### src/rtl/half_duplex_pkg.sv
// Shared types for the half-duplex bus controller: FSM state encoding and the
// helper that sizes the burst and turnaround counters.
package half_duplex_pkg;

    localparam int STATE_W = 2;

    typedef enum logic [STATE_W-1:0] {
        IDLE = 2'd0,
        TX   = 2'd1,
        TURN = 2'd2,
        RX   = 2'd3
    } state_t;

    // Bits needed to hold the values 0..max_val inclusive.
    function automatic int cnt_w(input int max_val);
        if (max_val < 1)
            return 1;
        return $clog2(max_val + 1);
    endfunction

endpackage

### src/rtl/turn_timer.sv
// Loadable down-counter that measures the released-bus turnaround window.
// done pulses on the last ticked cycle of the window.
module turn_timer
    import half_duplex_pkg::*;
#(
    parameter int TURN_CYC = 2
) (
    input  logic clk,
    input  logic rst,
    input  logic load,
    input  logic tick,
    output logic done
);

    localparam int CW = cnt_w(TURN_CYC);

    logic [CW-1:0] cnt;

    always_ff @(posedge clk) begin
        if (rst)
            cnt <= '0;
        else if (load)
            cnt <= CW'(TURN_CYC);
        else if (tick && (cnt != '0))
            cnt <= cnt - CW'(1);
    end

    assign done = tick && (cnt == CW'(1));

endmodule

### src/rtl/half_duplex_bus_ctrl.sv
// Far-end controller for a shared tri-state bus: owns TX/RX direction switching
// with enforced turnaround. Optional feature macro: HALF_DUPLEX_COLLISION_DETECT_EN.
module half_duplex_bus_ctrl
    import half_duplex_pkg::*;
#(
    parameter int WIDTH     = 8,
    parameter int TURN_CYC  = 2,
    parameter int MAX_BURST = 16
) (
    input  logic             clk,
    input  logic             rst,
    input  logic             tx_valid,
    input  logic [WIDTH-1:0] tx_data,
    output logic             tx_ready,
    input  logic             rx_en,
    output logic             rx_valid,
    output logic [WIDTH-1:0] rx_data,
    input  logic [WIDTH-1:0] bus_in,
    input  logic             bus_stb_in,
    output logic [WIDTH-1:0] bus_out,
    output logic             bus_oe,
    output logic             bus_stb_out,
    output logic             busy,
    output logic             collision
);

    localparam int BURST_W = cnt_w(MAX_BURST);

    state_t             state;
    state_t             state_next;
    logic [BURST_W-1:0] burst_cnt;
    logic               accept;
    logic               enter_turn;
    logic               turn_done;
    logic               col_hit;

    assign tx_ready = (state == TX) && (burst_cnt < BURST_W'(MAX_BURST));
    assign busy     = (state != IDLE);
    assign accept   = tx_valid && tx_ready;

`ifdef HALF_DUPLEX_COLLISION_DETECT_EN
    logic collision_q;

    // A peer strobe while we are driving means both ends own the bus.
    assign col_hit = (state == TX) && bus_oe && bus_stb_in;

    always_ff @(posedge clk) begin
        if (rst)
            collision_q <= 1'b0;
        else if (col_hit)
            collision_q <= 1'b1;
    end

    assign collision = collision_q;
`else
    assign col_hit   = 1'b0;
    assign collision = 1'b0;
`endif

    always_ff @(posedge clk) begin
        if (rst)
            state <= IDLE;
        else
            state <= state_next;
    end

    always_comb begin
        state_next = state;
        enter_turn = 1'b0;
        case (state)
            IDLE: begin
                if (tx_valid && !collision)
                    state_next = TX;
                else if (rx_en)
                    state_next = RX;
            end
            // Every TX cycle either accepts a word or hands the bus back.
            TX: begin
                if (col_hit || !accept) begin
                    state_next = TURN;
                    enter_turn = 1'b1;
                end
            end
            TURN: begin
                if (turn_done)
                    state_next = IDLE;
            end
            RX: begin
                if (!rx_en) begin
                    state_next = TURN;
                    enter_turn = 1'b1;
                end
            end
            default: state_next = IDLE;
        endcase
    end

    always_ff @(posedge clk) begin
        if (rst) begin
            bus_out     <= '0;
            bus_oe      <= 1'b0;
            bus_stb_out <= 1'b0;
            rx_data     <= '0;
            rx_valid    <= 1'b0;
            burst_cnt   <= '0;
        end else begin
            rx_valid <= 1'b0;
            if ((state == TX) && accept && !col_hit) begin
                bus_out     <= tx_data;
                bus_oe      <= 1'b1;
                bus_stb_out <= 1'b1;
            end else begin
                bus_oe      <= 1'b0;
                bus_stb_out <= 1'b0;
            end
            if (enter_turn)
                burst_cnt <= '0;
            else if (accept)
                burst_cnt <= burst_cnt + BURST_W'(1);
            // The exit cycle from RX still captures a strobe.
            if ((state == RX) && bus_stb_in) begin
                rx_data  <= bus_in;
                rx_valid <= 1'b1;
            end
        end
    end

    turn_timer #(
        .TURN_CYC(TURN_CYC)
    ) u_turn_timer (
        .clk (clk),
        .rst (rst),
        .load(enter_turn),
        .tick(state == TURN),
        .done(turn_done)
    );

endmodule

### config.mk
export PLATFORM = sky130hd
export DESIGN_NAME = half_duplex_bus_ctrl
export DESIGN_NICKNAME = d
export VERILOG_FILES = /design/src/rtl/half_duplex_pkg.sv /design/src/rtl/turn_timer.sv /design/src/rtl/half_duplex_bus_ctrl.sv
export SDC_FILE = /design/constraint.sdc
export NUM_CORES = 1
export LEC_CHECK = 0
export ABC_AREA = 1
export BUFFER_PORTS_ARGS = -buffer_cell sky130_fd_sc_hd__clkbuf_2
export CAP_MARGIN = 40
export CELL_PAD_IN_SITES_DETAIL_PLACEMENT = 0
export CELL_PAD_IN_SITES_GLOBAL_PLACEMENT = 1
export CORE_UTILIZATION = 31
export DETAILED_ROUTE_END_ITERATION = 10
export PLACE_DENSITY = 0.71
export SYNTH_ARGS = -nofsm -noshare
export SYNTH_HDL_FRONTEND = slang
export SYNTH_SLANG_ARGS = --single-unit
### constraint.sdc
create_clock -name clk -period 1.3 [get_ports clk]
set_clock_uncertainty 0.1 [all_clocks]
set_input_delay 0 -clock clk [delete_from_list [all_inputs] [get_ports clk]]
set_output_delay 0 -clock clk [all_outputs]
set_load 0.005 [all_outputs]
==> qor.yml, run 1 <==
synth.distinct_cells: 28
fin_crit_sh_pct: 98.89
preCtsSetupSlack_ns: -0.1114
synth_top_cell_area_share_pct: 45.38
setup_viol: 0
p_comb_share_pct: 45.7
cts_made_buffers: 3
syn_nets: 171
critical_path_required_ns: 1.20
pwr-share-seq_pct: 37.7
worstPathMaxFanout: 4
layout.cells.non_filler: 265
core_region_area_um2: 3661
start_util_pct: 32.54
cp-end-kind: "output pin"
netlist_instances: 147
synth_seq_cells: 27
switchingPower_w: 0.001027
power_density_nw_per_um2: 1542
cts_root_buffer: "clkbuf_8"
clk_latency_ns: 0.27
num_vias: 1152
die_y_um: 63.99
worstPathArrival_ns: 1.19
antenna_found_initial: 0
wl_um: 2886
drtIter0Drc: 31
port_buffers: 41
min_path_type: "in2reg"
die_w_um: 63.99
grt_max_degree: 18
via_per_inst: 4.347
critPathKind: "reg2out"
fillerInstances: 358
multi_input_area_um2: 600.6
drive_gt1_share_pct: 41.94
fin_hold_ws_ns: 0.02022
peakVddDrop_v: 0.0006929
syn2layout_area_growth_pct: 55.36
setup_ws_ns: 0.01448
pwr-share-clk_pct: 16.6
ys_async_sr_fraction_pct: 0
slew_viol_final: 0
hpwl_um: 1895
synth_common_cells: "dfxtp_1 (27), nor2_1 (24), inv_1 (19)"
clockBufferDepth: 2
max_freq_ghz: 0.7779
remaining_drc_errors: 0
n_antenna_cell: 0
post-route-util_pct: 50.55
finalHoldViolCount: 0
detail_route.wl_per_cell_um: 10.89
cts_sinks: 27
grt_pass1_vias: 1116
postRouteAntennaNets: 0
finalCriticalPeriod_ns: 1.286
cts_htree_levels: 1
syn_area_per_cell_um2: 8.103
synth_edf_count: 0
gp_congestion: 0.7612
p_sw_share_pct: 36.00
pin_count: 43
seq_area_um2: 546.8
synth_most_common_cell: "dfxtp_1"
placedCellCount: 238
critPathLaunchType: "flip-flop"
ys_seq_area_share_pct: 45.38
p_total_w: 0.002854
synth.yosys.warnings: 0
grt_util_all_layers_pct: 14.76
cap_violations: 0
cts_tree: "built"
rows: 22
dieArea_um2: 4094
grt_first_pass_wirelength_um: 4733
grt_overflow: 0
status: "complete, no violations"
cts.clk_slew.worst_paths_ns: 0.09
intPower_w: 0.001826
yosys.area.top_type: "dfxtp_1"
fin_nets: 242
first_pass_iters: 4
rsz0062_at_grt: "yes"
synth.area.top_cells: "dfxtp_1 (45%), nor2_1 (7.6%), inv_1 (6.0%)"
synth_area_um2: 1191
ys.flop_type: "dfxtp_1"
p_leak_nw: 0.8132
-- power by group through the flow --
stage	combinational [W]	sequential (W)	clock [W]
global placement	0.000941	0.00106	0
global route	0.00145	0.00109	0.000534
detailed placement	0.000961	0.00107	0
floorplan	0.000589	0.00108	0
finish	0.00130	0.00108	0.000474
CTS	0.00117	0.00106	0.000501
-- final cells by class --
class,count,area share [%]
clock inverters,1,0.4057
clock buffers,3,2.231
well taps,48,3.245
flip-flops and latches,27,29.55
multi-input cells,94,32.45
repair buffers,71,27.65
inverters,21,4.462
-- state kept, by name, summed over array words and instances (netlist names) --
signal,cells
rx_data,8
burst_cnt,5
bus_stb_out,1
u_turn_timer.cnt,2
state,2
bus_out,8
rx_valid,1
-- layout by cell type, fill, tap and decap left out, types with 3 or more instances in the layout --
master         count
xor2_1             3
clkbuf_8           3
o21ai_0           11
a21oi_2            4
o21ai_1            4
nand3_1            4
nor2_2             4
buf_6              3
inv_2              4
nand2_2            3
buf_4              9
dlygate4sd3_1     17
dfxtp_1           24
clkbuf_2          40
nand2_1           11
inv_1             16
a21oi_1            9
o21ai_2            3
nor2_1            21
-- cell families (layout without fill, tap and decap cells) --
logic type / Yosys count / in the layout / synth area share (%)
buf+inv: 27 / 96 / 10.50
compound gates: 31 / 31 / 14.60
xor+xnor: 3 / 3 / 2.206
simple gates: 55 / 56 / 23.85
fa+ha+maj: 3 / 3 / 3.152
flops: 27 / 27 / 45.38
other cells: 1 / 1 / 0.3148
-- per-layer routing --
metal / global-route usage (%) / up-vias / wire, µm
met5: 0 / - / 0
met4: 4.261 / 0 / 23
met3: 3.036 / 2 / 110
met2: 28.19 / 25 / 1523
met1: 16.10 / 525 / 1228
li1: - / 600 / -
-- critical path, cell delays in order, from the launching register on --
cell      delay, ns
dfxtp_4        0.38
buf_4          0.15
inv_2          0.06
nand2_1        0.08
buf_4          0.14
clkbuf_2       0.10
-- path summary, 6_finish.rpt --
path | startpoint | endpoint | slack, ns | depth (start not counted)
setup / recovery | state[0]$_SDFFE_PP0P_ | busy | 0.01 | 5
hold / removal | rx_en | state[1]$_SDFFE_PP0P_ | 0.02 | 5
setup reg to reg | state[0]$_SDFFE_PP0P_ | state[0]$_SDFFE_PP0P_ | 0.02 | 9
hold reg to reg | rx_data[5]$_SDFFE_PP0P_ | rx_data[5]$_SDFFE_PP0P_ | 0.35 | 2
-- repair_timing --
action | in CTS | in global routing
hold buffers | 17 | 0
endpoints found under the hold margin | 20 | 0
setup endpoints to repair | 3 | 19
buffers inserted | 3 | 2
gates resized for setup | 5 | 19
cloned | 1 | 0
pin swaps | 3 | 4
-- per-stage QoR --
stage	cell area [µm²]	TNS, ns
floorplan	1191	0
global placement	1483	-0.01310
detailed placement	1483	-0.1879
CTS	1769	-0.01774
global route	1851	-0.5725
finish	1851	0
No activity file was read; power rests on OpenSTA's default activity.
==> run 2: changes to the inputs <==
--- a/config.mk
+++ b/config.mk
@@ -13,6 +13,7 @@
 export CORE_UTILIZATION = 31
 export DETAILED_ROUTE_END_ITERATION = 10
 export PLACE_DENSITY = 0.71
+export SETUP_SLACK_MARGIN = 0.05
 export SYNTH_ARGS = -nofsm -noshare
 export SYNTH_HDL_FRONTEND = slang
 export SYNTH_SLANG_ARGS = --single-unit
==> run 2 against run 1 <==
Clock power down 2%. Fmax up 3.1%. Sequential power about the same. Die area did not move. Non-clock buffer count decreased by 2. Critical path type is now reg2reg.
==> qor.yml, run 2 (synthesis results as in run 1) <==
status: "complete, no violations"
n_antenna_cell: 0  # unchanged
num_vias: 1136  # -1.4%
finalHoldViolCount: 0  # unchanged
worst-path-buf-inv: 2  # -2
fin_hold_ws_ns: 0.02014  # -0.00007690 ns
fin_crit_sh_pct: 95.89  # -3.0 points
final_cell_mix: "clkbuf_2 (41), nor2_1 (24), dfxtp_1 (24)"
final_common_cell: "clkbuf_2"
min_path_type: "in2reg"
syn2layout_area_growth_pct: 53.05
cap_violations: 0  # unchanged
grt_util_all_layers_pct: 14.51  # -0.25 points
cts_htree_levels: 1  # unchanged
detail_route.wl_per_cell_um: 10.79  # -0.96%
path_cells: "inv_2, nand2_4, nor2_4, nand2_8, buf_8, o21ai_1, nor2_1"
max_freq_ghz: 0.8022  # +3.1%
grt_first_pass_wirelength_um: 4705  # -0.59%
finalCriticalPeriod_ns: 1.247  # -0.03896 ns
setup_viol: 0  # unchanged
fillerInstances: 350  # -2.2%
drive_gt1_share_pct: 39.25  # -2.7 points
grt_pass1_vias: 1086  # -2.7%
start_util_pct: 32.54  # unchanged
multi_input_area_um2: 570.5  # -5.0%
clk_latency_ns: 0.27  # about the same
worstPathMaxFanout: 7  # +3
first_pass_iters: 4  # unchanged
via_per_inst: 4.336  # -0.26%
remaining_drc_errors: 0  # unchanged
reg_top3: "bus_out (8), rx_data (8), burst_cnt (5)"
critical_path_required_ns: 1.37  # +0.17 ns
gp_congestion: 0.8509  # +12%
cts_made_buffers: 3  # unchanged
critPathLaunchType: "flip-flop"
fin_nets: 239  # -1.2%
slew_viol_final: 0  # unchanged
die_w_um: 63.99  # unchanged
grt_max_degree: 18  # unchanged
die_y_um: 63.99  # unchanged
peakVddDrop_v: 0.0006069  # -12%
crit_family: "simple AND/OR/NAND/NOR gates"
cts_tree: "built"
cp-end-kind: "flip-flop"
cts_root_buffer: "clkbuf_8"
cts_sinks: 27  # unchanged
critPathKind: "reg2reg"
port_buffers: 41  # unchanged
power_density_nw_per_um2: 1503  # -2.5%
clockBufferDepth: 2  # unchanged
p_total_w: 0.002740  # -4.0%
p_leak_nw: 0.8188  # +0.69%
dieArea_um2: 4094  # unchanged
wl_um: 2826  # -2.1%
antenna_found_initial: 0  # unchanged
grt_overflow: 0  # unchanged
post-route-util_pct: 49.79  # -0.75 points
pin_count: 43  # unchanged
rsz0062_at_grt: "yes"
cp_slowest_cell: "dfxtp_2"
cts.clk_slew.worst_paths_ns: 0.09  # about the same
cpPeakStageDelay_ns: 0.33  # -0.05 ns
hpwl_um: 1881  # -0.73%
core_region_area_um2: 3661  # unchanged
seq_area_um2: 544.3  # -0.46%
rows: 22  # unchanged
drtIter0Drc: 32  # +3.2%
worstPathArrival_ns: 1.32  # +0.13 ns
postRouteAntennaNets: 0  # unchanged
==> run 2: cell count changes in the layout (fill, tap and decap cells not counted), moves of 2 or more <==
cell | before | now
o21ai_0 | 11 | 6
buf_4 | 9 | 5
nor2_1 | 21 | 24
o21ai_1 | 4 | 7
buf_6 | 3 | 1
clkinvlp_4 | 2 | 0
nor2_2 | 4 | 2
o21ai_2 | 3 | 5
==> run 2: metrics by stage <==
| stage | std cells | setup slack, ns | setup TNS, ns | instance area [µm²] |
|---|---|---|---|---|
| floorplan | 147 | 0.05118 | 0 | 1196 |
| global placement | 236 | 0.06160 | 0 | 1473 |
| detailed placement | 236 | 0.004636 | 0 | 1473 |
| CTS | 258 | 0.03721 | 0 | 1714 |
| global route | 262 | -0.02599 | -0.1084 | 1823 |
| finish | 262 | 0.05345 | 0 | 1823 |
==> run 2: metal layers <==
metal  vias up  share of wire, %  GRT usage, %
met5         -                 0             0
met4         0              0.46         3.409
met3         2               4.9         3.750
met2        26                52         27.26
met1       514                42         16.04
li1        594                 -             -
==> run 2: timing repair <==
item,in CTS,in global routing
gates resized for setup,7,16
pin swaps,4,9
setup endpoints to repair,8,24
cloned,0,1
hold buffers,16,1
setup buffers,2,2
hold endpoints to repair,20,4
==> run 2: final timing paths <==
| kind | end | slack (ns) | from | cells after the start |
|---|---|---|---|---|
| hold / removal | state[1]$_SDFFE_PP0P_ | 0.02 | rx_en | 5 |
| setup / recovery | bus_out[6]$_SDFFE_PP0P_ | 0.05 | state[1]$_SDFFE_PP0P_ | 7 |
| hold reg to reg | rx_data[5]$_SDFFE_PP0P_ | 0.35 | rx_data[5]$_SDFFE_PP0P_ | 2 |
| setup reg to reg | bus_out[6]$_SDFFE_PP0P_ | 0.05 | state[1]$_SDFFE_PP0P_ | 7 |
==> run 2: worst register-to-register path, delay by kind of cell, from the launching register on <==
family | cells | cell delay, ns
buf+inv | 2 | 0.22
flops | 1 | 0.33
simple gates | 4 | 0.37
compound gates | 1 | 0.13
==> run 2: area by class of cell <==
| type | instances | area share [%] |
|---|---|---|
| multi-input combinational | 93 | 31.30 |
| sequential | 27 | 29.86 |
| timing repair buffer | 69 | 28.76 |
| inverter | 21 | 4.324 |
| tap | 48 | 3.294 |
| clock buffer | 4 | 2.471 |
==> run 2: report_power, final <==
| group | total [W] | internal, W | switching [W] | leakage (nW) |
|---|---|---|---|---|
| logic | 0.00121 | 0.000581 | 0.000630 | 0.575 |
| registers | 0.00106 | 0.000977 | 0.0000869 | 0.221 |
| clock network | 0.000465 | 0.000219 | 0.000246 | 0.0228 |
==> run 3: changes to the inputs <==
--- a/config.mk
+++ b/config.mk
@@ -5,14 +5,13 @@
 export SDC_FILE = /design/constraint.sdc
 export NUM_CORES = 1
 export LEC_CHECK = 0
-export ABC_AREA = 1
 export BUFFER_PORTS_ARGS = -buffer_cell sky130_fd_sc_hd__clkbuf_2
 export CAP_MARGIN = 40
 export CELL_PAD_IN_SITES_DETAIL_PLACEMENT = 0
 export CELL_PAD_IN_SITES_GLOBAL_PLACEMENT = 1
-export CORE_UTILIZATION = 31
+export CORE_UTILIZATION = 30
 export DETAILED_ROUTE_END_ITERATION = 10
-export PLACE_DENSITY = 0.71
+export PLACE_DENSITY = 0.7
 export SETUP_SLACK_MARGIN = 0.05
 export SYNTH_ARGS = -nofsm -noshare
 export SYNTH_HDL_FRONTEND = slang
==> run 3 against run 2 <==
The run now ends with negative setup slack left. Die area is 5.0% lower. Critical path depth shrank 2. Synthesized area is 8.2% lower. Combinational power down 68%. Cell area rose by 4.7%. Critical endpoint is now bus_out[7]$_SDFFE_PP0P_. Largest cell class unchanged. Largest power group is now registers.
==> qor.yml, run 3 <==
hpwl_um: 1844  # -2.0%
final_cell_mix: "clkbuf_2 (40), nand2_1 (27), dlygate4sd3_1 (22)"
synth_top_cell_area_share_pct: 49.43  # +4.0 points
post-route-util_pct: 55.86  # +6.1 points
fillerInstances: 311  # -11%
wl_um: 3029  # +7.2%
cts.clk_slew.worst_paths_ns: 0.16  # +0.07 ns
via_per_inst: 4.508  # +4.0%
setup_viol: 10  # +10
cap_violations: 0  # unchanged
pin_count: 43  # unchanged
synth.distinct_cells: 29  # +3.6%
rows: 21  # -4.5%
fin_crit_sh_pct: 104.7  # +8.8 points
synth_edf_count: 0  # unchanged
synth.area.top_cells: "dfxtp_1 (49%), nand2_1 (12%), a21oi_1 (9.6%)"
n_antenna_cell: 0  # unchanged
antenna_found_initial: 0  # unchanged
slew_viol_final: 0  # unchanged
cp-end-kind: "flip-flop"
start_util_pct: 32.01  # -0.52 points
finalHoldViolCount: 0  # unchanged
synth.yosys.warnings: 0  # unchanged
netlist_instances: 131  # -11%
wl_met3_um: 131  # -5.1%
violations: "negative setup slack"
reg_top3: "bus_out (8), rx_data (8), burst_cnt (5)"
cts_sinks: 27  # unchanged
fin_nets: 227  # -5.0%
die_w_um: 62.38  # -2.5%
critPathKind: "reg2reg"
clk_latency_ns: 0.33  # +0.06 ns
path_cells: "buf_6, and4bb_4, clkbuf_16, nand2_2, a21oi_1"
peakVddDrop_v: 0.0007215  # +19%
first_pass_iters: 4  # unchanged
max_freq_ghz: 0.7348  # -8.4%
detail_route.wl_per_cell_um: 12.21  # +13%
top_layer_used: "met4"
grt_util_all_layers_pct: 15.07  # +0.56 points
core_region_area_um2: 3416  # -6.7%
grt_pass1_vias: 1104  # +1.7%
crit_family: "simple AND/OR/NAND/NOR gates"
die_y_um: 62.38  # -2.5%
min_path_type: "in2reg"
dieArea_um2: 3891  # -5.0%
wl_met1_um: 1319  # +11%
grt_max_degree: 17  # -1
worstPathMaxFanout: 4  # -3
final_common_cell: "clkbuf_2"
cts_root_buffer: "clkbuf_4"
rsz0062_at_grt: "yes"
drtIter0Drc: 43  # +34%
cts_htree_levels: 1  # unchanged
drive_gt1_share_pct: 51.98  # +13 points
cts_tree: "built"
yosys.area.top_type: "dfxtp_1"
num_vias: 1118  # -1.6%
setup_ws_ns: -0.06099  # -0.1144 ns
ys.flop_type: "dfxtp_1"
ys_seq_area_share_pct: 49.43  # +4.0 points
critPathLaunchType: "flip-flop"
grt_overflow: 0  # unchanged
worstPathArrival_ns: 1.54  # +0.22 ns
syn_area_per_cell_um2: 8.348  # +3.0%
cts_made_buffers: 3  # unchanged
cpPeakStageDelay_ns: 0.39  # +0.06 ns
worst-path-buf-inv: 2  # unchanged
power_density_nw_per_um2: 866.9  # -42%
status: "complete, but fails checks"
synth_common_cells: "nand2_1 (35), dfxtp_1 (27), a21oi_1 (21)"
syn2layout_area_growth_pct: 74.49
port_buffers: 41  # unchanged
p_total_w: 0.001654  # -40%
postRouteAntennaNets: 0  # unchanged
gp_congestion: 0.7162  # -16%
remaining_drc_errors: 0  # unchanged
finalCriticalPeriod_ns: 1.361  # +0.1144 ns
routed-wl-met2_um: 1550  # +4.5%
synth_seq_cells: 27  # unchanged
ys_async_sr_fraction_pct: 0  # unchanged
p_leak_nw: 0.7688  # -6.1%
syn_nets: 155  # -9.4%
grt_first_pass_wirelength_um: 4754  # +1.0%
clockBufferDepth: 2  # unchanged
cp_slowest_cell: "and4bb_4"
synth_most_common_cell: "nand2_1"
synth_area_um2: 1094  # -8.2%
critical_path_required_ns: 1.48  # +0.11 ns
==> run 3: path summary, 6_finish.rpt <==
path / from / cells after the start / slack [ns] / endpoint
max: burst_cnt[4]$_SDFFE_PP0P_ / 5 / -0.06 / bus_out[7]$_SDFFE_PP0P_
min reg2reg: bus_out[1]$_SDFFE_PP0P_ / 2 / 0.37 / bus_out[1]$_SDFFE_PP0P_
min: tx_valid / 4 / 0.17 / burst_cnt[0]$_SDFFE_PP0P_
max reg2reg: burst_cnt[4]$_SDFFE_PP0P_ / 5 / -0.06 / bus_out[7]$_SDFFE_PP0P_
==> run 3: cells by family (layout without fill, tap and decap cells) <==
group / Yosys count / after routing / synth area share (%)
simple gates: 55 / 55 / 23.23
compound gates: 29 / 29 / 14.87
flops: 27 / 27 / 49.43
buf+inv: 13 / 84 / 6.063
fa+ha+maj: 3 / 3 / 3.433
xor+xnor: 2 / 2 / 1.602
other cells: 1 / 1 / 0.3429
mux: 1 / 1 / 1.030
==> run 3: worst reg2reg max path, delay by kind of cell (launching register included) <==
kind / cells / cell delay, ns
and+or+nand+nor: 2 / 0.43
DFF: 1 / 0.37
buffers and inverters: 2 / 0.30
AOI/OAI and AO/OA: 1 / 0.12
==> run 3: layout make-up <==
cell class	instances	area (µm²)	share of cell area (%)
inverter	4	15.01	0.7869
clock inverter	1	7.507	0.3934
multi-input combinational	91	680.7	35.67
clock buffer	3	22.52	1.180
timing repair buffer	76	568.0	29.77
tap	46	57.56	3.016
sequential	27	556.8	29.18
==> run 3: where the power goes <==
part	switching (W)	internal (W)	total [W]	leakage, nW
registers	0.0000246	0.000861	0.000885	0.223
logic	0.000167	0.000219	0.000386	0.532
clock network	0.000265	0.000118	0.000383	0.0139
==> run 3: metrics by stage <==
| stage | hold WS, ns | worst slack, ns | cells | TNS [ns] | area [µm²] |
|---|---|---|---|---|---|
| after floorplan | -0.02130 | -0.02013 | 131 | -0.02013 | 1126 |
| after global placement | 0.1244 | 0.004928 | 219 | 0 | 1425 |
| after detailed placement | 0.1322 | -0.06352 | 219 | -0.07891 | 1425 |
| after CTS | 0.009894 | -0.07638 | 245 | -0.07638 | 1765 |
| after global routing | 0.1755 | -0.1131 | 248 | -0.8157 | 1908 |
| final | 0.1735 | -0.06099 | 248 | -0.4311 | 1908 |
==> run 3: timing repair <==
action,CTS,global route
buffers inserted,1,2
hold buffers,21,1
setup endpoints to repair,25,26
gates cloned,0,1
endpoints found under the hold margin,20,1
gates resized for setup,26,28
pin swaps,6,8
==> run 3: routing by layer <==
metal | track usage, % | vias to the layer above
li1 | - | 574
met1 | 17.33 | 508
met2 | 27.47 | 32
met3 | 4.197 | 4
met4 | 3.488 | 0
met5 | 0 | -
